--- src/rtl/cordic_vectoring_engine.sv ---
// Iterative CORDIC in vectoring mode: rotates (x,y) onto the +x axis and
// accumulates the angle from an external arctangent ROM, one micro-rotation per clock.
module cordic_vectoring_engine #(
  parameter  int FIXED_WIDTH = 16,
  parameter  int ITERATIONS  = 9,
  localparam int IW          = $clog2(ITERATIONS) + 1
) (
  input  logic                          clk,
  input  logic                          rst_n,
  input  logic                          start,
  input  logic signed [FIXED_WIDTH-1:0] x_in,
  input  logic signed [FIXED_WIDTH-1:0] y_in,
  output logic        [IW-1:0]          rom_idx,
  input  logic signed [FIXED_WIDTH-1:0] rom_angle,
  output logic                          busy,
  output logic                          done,
  output logic signed [FIXED_WIDTH:0]   angle_out,
  output logic        [FIXED_WIDTH:0]   mag_out
);

  localparam int XW = FIXED_WIDTH + 2;
  localparam int ZW = FIXED_WIDTH + 1;
  localparam logic signed [ZW-1:0] HALF_PI = ZW'(25736);
  localparam logic [IW-1:0] LAST = IW'(ITERATIONS - 1);

  typedef enum logic [1:0] {IDLE, ITER, DONE} state_t;

  state_t               state;
  logic        [IW-1:0] i;
  logic signed [XW-1:0] x, y;
  logic signed [ZW-1:0] z;

  logic signed [XW-1:0] x_ext, y_ext, x0, y0, x_sh, y_sh, x_nxt, y_nxt;
  logic signed [ZW-1:0] z0, rom_ext, z_nxt;

  // i is cleared when leaving ITER, so it doubles as the ROM address
  // and reads 0 in IDLE and DONE without extra gating.
  assign rom_idx = i;

  always_comb begin
    x_ext   = XW'(x_in);
    y_ext   = XW'(y_in);
    rom_ext = ZW'(rom_angle);

    // Quadrant pre-rotation by +/-90 degrees brings the vector into the right half-plane
    if (!x_in[FIXED_WIDTH-1]) begin
      x0 = x_ext;
      y0 = y_ext;
      z0 = '0;
    end else if (!y_in[FIXED_WIDTH-1]) begin
      x0 = y_ext;
      y0 = -x_ext;
      z0 = HALF_PI;
    end else begin
      x0 = -y_ext;
      y0 = x_ext;
      z0 = -HALF_PI;
    end

    x_sh = x >>> i;
    y_sh = y >>> i;
    if (!y[XW-1]) begin
      x_nxt = x + y_sh;
      y_nxt = y - x_sh;
      z_nxt = z + rom_ext;
    end else begin
      x_nxt = x - y_sh;
      y_nxt = y + x_sh;
      z_nxt = z - rom_ext;
    end
  end

  always_ff @(posedge clk or negedge rst_n) begin
    if (!rst_n) begin
      state     <= IDLE;
      i         <= '0;
      x         <= '0;
      y         <= '0;
      z         <= '0;
      busy      <= 1'b0;
      done      <= 1'b0;
      angle_out <= '0;
      mag_out   <= '0;
    end else begin
      case (state)
        IDLE: begin
          if (start) begin
            x     <= x0;
            y     <= y0;
            z     <= z0;
            i     <= '0;
            busy  <= 1'b1;
            state <= ITER;
          end
        end
        ITER: begin
          x <= x_nxt;
          y <= y_nxt;
          z <= z_nxt;
          if (i == LAST) begin
            i         <= '0;
            busy      <= 1'b0;
            done      <= 1'b1;
            angle_out <= z_nxt;
            mag_out   <= x_nxt[FIXED_WIDTH:0];
            state     <= DONE;
          end else begin
            i <= i + 1'b1;
          end
        end
        DONE: begin
          done  <= 1'b0;
          state <= IDLE;
        end
        default: state <= IDLE;
      endcase
    end
  end

endmodule
--- config.mk ---
export PLATFORM = sky130hd
export DESIGN_NAME = cordic_vectoring_engine
export DESIGN_NICKNAME = d
export VERILOG_FILES = /design/src/rtl/cordic_vectoring_engine.sv
export SDC_FILE = /design/constraint.sdc
export NUM_CORES = 1
export LEC_CHECK = 0
export CAP_MARGIN = 25
export CORE_AREA = 2 2 205 207
export CTS_CLUSTER_DIAMETER = 200
export DETAILED_ROUTE_END_ITERATION = 7
export DIE_AREA = 0 0 207 209
export GPL_TIMING_DRIVEN = 0
export PLACE_DENSITY = 0.51
export SETUP_SLACK_MARGIN = 0.02
export SYNTH_ARGS = -nofsm -noshare
export SYNTH_HDL_FRONTEND = slang
export SYNTH_SLANG_ARGS = --single-unit
export TNS_END_PERCENT = 5
--- constraint.sdc ---
create_clock -name clk -period 4.74 [get_ports clk]
set_input_delay 0.948 -clock clk [delete_from_list [all_inputs] [get_ports clk]]
set_output_delay 0.948 -clock clk [all_outputs]
set_load 0.05 [all_outputs]
==> results.md <==
* Outcome: complete, but fails checks
* Failing checks: negative setup slack
* Drt first pass iters at 7
* RSZ-0062 raised after global routing: true
* Final WL at roughly 43000 um
* Post-CTS Hold Buffers at 0
* Area of the die at about 43000 um2
* Period utilisation layout at 1.02
* Synth unique cells at 89
* DP HPWL at 33400 um
* Antenna-violating nets left at 0
* Startpoint types: flop
* Crit path arrival time at 5.11 ns
* Crit. Startpoint: rom_idx[0]
* Vias at ~10000
* GRT Overall Usage at 0.195
* RR Endpoint: x[17]
* Area share of the leading cell type in the synthesized netlist at 0.237
* Share of layout cells above drive strength 1 at 0.196
* Max Transition Viols Final at 0
* Maximum clock path buffer count at 2
* Dominant cells by area after synthesis: dfrtp_1, ha_1, xnor2_1
* Yosys warnings at 0
* Post-synth EDFFs at 0
* Worst r2r src: rom_idx[0]
* Worst-skew pair later-pin latency at between 0.3 and 0.4 ns
* Final hold violation count at 0
* Worst slew margin relative to its limit at 0.344
* Largest net degree at the start of global routing at 52
* Critical Path RT at 5.03 ns
* Antenna violations before repair at 0
* Area leader, netlist: dfrtp_1
* Fin area at 13200 um2
* Nets at 1500
* Critical path class: reg2reg
* TritonCTS clock tree: yes
* Min Tclk post-route at 4.82 ns
* TritonCTS buffer count at 9
* Ant. Diodes at 0
* Row cnt at 75
* Finish-stage setup viols at 2
* Initial core utilization at 0.246
* Sink Count at 96
* Avg WL per Cell at about 22 um
* Clock transition at the registers of the reported paths at 0.08 ns
* Critical path peak fanout at 7
* Final WS setup at -0.0849 ns
* Synthesized area at 10200 um2
* Synth Flop Type: dfrtp_1
* Post-DP Area at 11800 um2
* Asr flop ratio synth at 1.00
* Min-delay worst type: reg2reg
* Crit path capture type: flop
* Routability Congestion at between 0.9 and 1
* Syn-to-layout area delta at 30.4%
* R2r worst-path depth at 22
* #FFs+latches synth at 96
* Syn nets at 1338
* Post-layout util at 0.321
* Die X at 207 um
* Core area at 41300 um2
* Die Height at roughly 210 um
* GRT overflow at 0
* Avg Cell Area, Syn at 8.28 um2
* Clock H-tree levels at 3
* Worst-Margin Slew at 0.977 ns
* Seq/Total Area, Yosys at 0.237
* Drt drc at 0
* First-pass GRT wire length at between 60000 and 70000 um
* Drt via density at around 5.4
* Max Freq at approximately 0.21 GHz
* Vias in the first global route at 10200
* FF-to-FF setup slack at -0.08 ns
* TNS Setup at -0.140 ns
* Most common cell in the netlist: nor2_1
* Post-Route Skew at between 0.015 and 0.02 ns
* I/O Buffers at 89
* Top cells by count, synth: nor2_1, a21oi_1, nand2_1
* Initial drt markers at 896
* Mapped Cells at between 1000 and 1500
* Min-delay src: angle_out[16]
* Max-cap violations at 0
* Num ports at between 90 and 100
* Root buf cell: clkbuf_16
* CP Capture Point: x[17]
-- cells in the final DEF (no fill, tap or decap), types with 14 or more instances in the layout --
master | synthesis | final
nor2b_1 | 15 | 14
clkbuf_1 | 49 | 37
xor2_1 | 32 | 31
a31oi_1 | 18 | 17
or3_1 | 17 | 17
xnor2_1 | 68 | 64
o22ai_1 | 28 | 26
mux2i_1 | 44 | 37
mux4_2 | 21 | 21
mux2_2 | 27 | 25
dfrtp_1 | 96 | 93
o21ai_1 | 6 | 15
nand3_1 | 19 | 17
a21oi_1 | 104 | 92
a211oi_1 | 24 | 19
nand2_1 | 101 | 98
o21ai_0 | 98 | 83
ha_1 | 57 | 45
nor2_1 | 127 | 118
inv_1 | 31 | 31
nor3_1 | 24 | 21
clkdlybuf4s50_1 | 0 | 88
a21o_1 | 16 | 16
buf_4 | 0 | 67
-- cell type report --
cell class	instances	area, um2
Buffer	68	404
Clock buffer	9	225
Clock inverter	7	78.8
Fill cell	4342	28100
Inverter	36	136
Multi-Input combinational cell	1023	7830
Sequential cell	96	2410
Tap cell	539	674
Timing Repair Buffer	155	1480
-- flip-flops by register name (all words and copies together), names as in the netlist --
| name | count |
|---|---|
| angle_out | 17 |
| z | 17 |
| mag_out | 17 |
| rom_idx | 5 |
| y | 18 |
| x | 18 |
| busy | 1 |
| state | 2 |
| done | 1 |
-- worst min path at each step --
stage | endpoint | slack, ns | cells after the start
3_3_place_gp | mag_out[0] | 0.47 | 2
3_5_place_dp | angle_out[5] | 0.47 | 2
2_1_floorplan | z[10] | 0.46 | 2
5_1_grt | angle_out[12] | 0.51 | 2
4_1_cts | angle_out[5] | 0.49 | 2
6_report | angle_out[16] | 0.49 | 2
-- through the flow --
step	std cells	hold slack (ns)	setup WS, ns
floorplan	1227	0.456	0.00412
CTS	1920	0.491	-0.0208
global placement	1855	0.469	-1.78
global route	1933	0.515	-0.279
finish	1933	0.487	-0.0849
detailed placement	1859	0.473	-1.18
-- timing repair --
action | CTS | global route
endpoints found under the hold margin | 0 | 0
gates resized for setup | 113 | 42
cloned | 3 | 0
setup buffers | 45 | 14
setup endpoints to repair | 46 | 34
pin swaps | 50 | 44
-- critical path, cell delays in order, from the launching register on --
cell and delay [ns]:
dfrtp_2 0.42, buf_8 0.15, buf_12 0.15, buf_12 0.14
mux2_4 0.32, mux4_2 0.54, a211oi_2 0.28, ha_2 0.28
nand2_4 0.08, or3b_4 0.43, o21ai_2 0.11, o21ai_1 0.07
mux2_4 0.28, ha_4 0.16, a21o_1 0.17, a21oi_2 0.15
o21ai_1 0.10, a31oi_2 0.20, o21ai_1 0.11, xor2_1 0.16
buf_4 0.16, nand2b_4 0.13, a31oi_1 0.15
-- logic make-up after synthesis --
| family | Yosys count | synth area share |
|---|---|---|
| compound gates | 388 | 0.243 |
| simple gates | 374 | 0.175 |
| buf+inv | 108 | 0.0471 |
| mux | 101 | 0.136 |
| xor+xnor | 100 | 0.0862 |
| flops | 96 | 0.237 |
| fa+ha+maj | 60 | 0.0761 |
-- metal layers --
metal  GRT usage  vias up  wire length (um)
met5           0        -                 0
met2       0.302      388             19000
met4      0.0490        0               844
li1            -     4879                 -
met1       0.276     5142             19900
met3      0.0401       38              3150
Power is not shown: default switching activity piles up to over one toggle a cycle in this logic, so the estimate is an artifact.
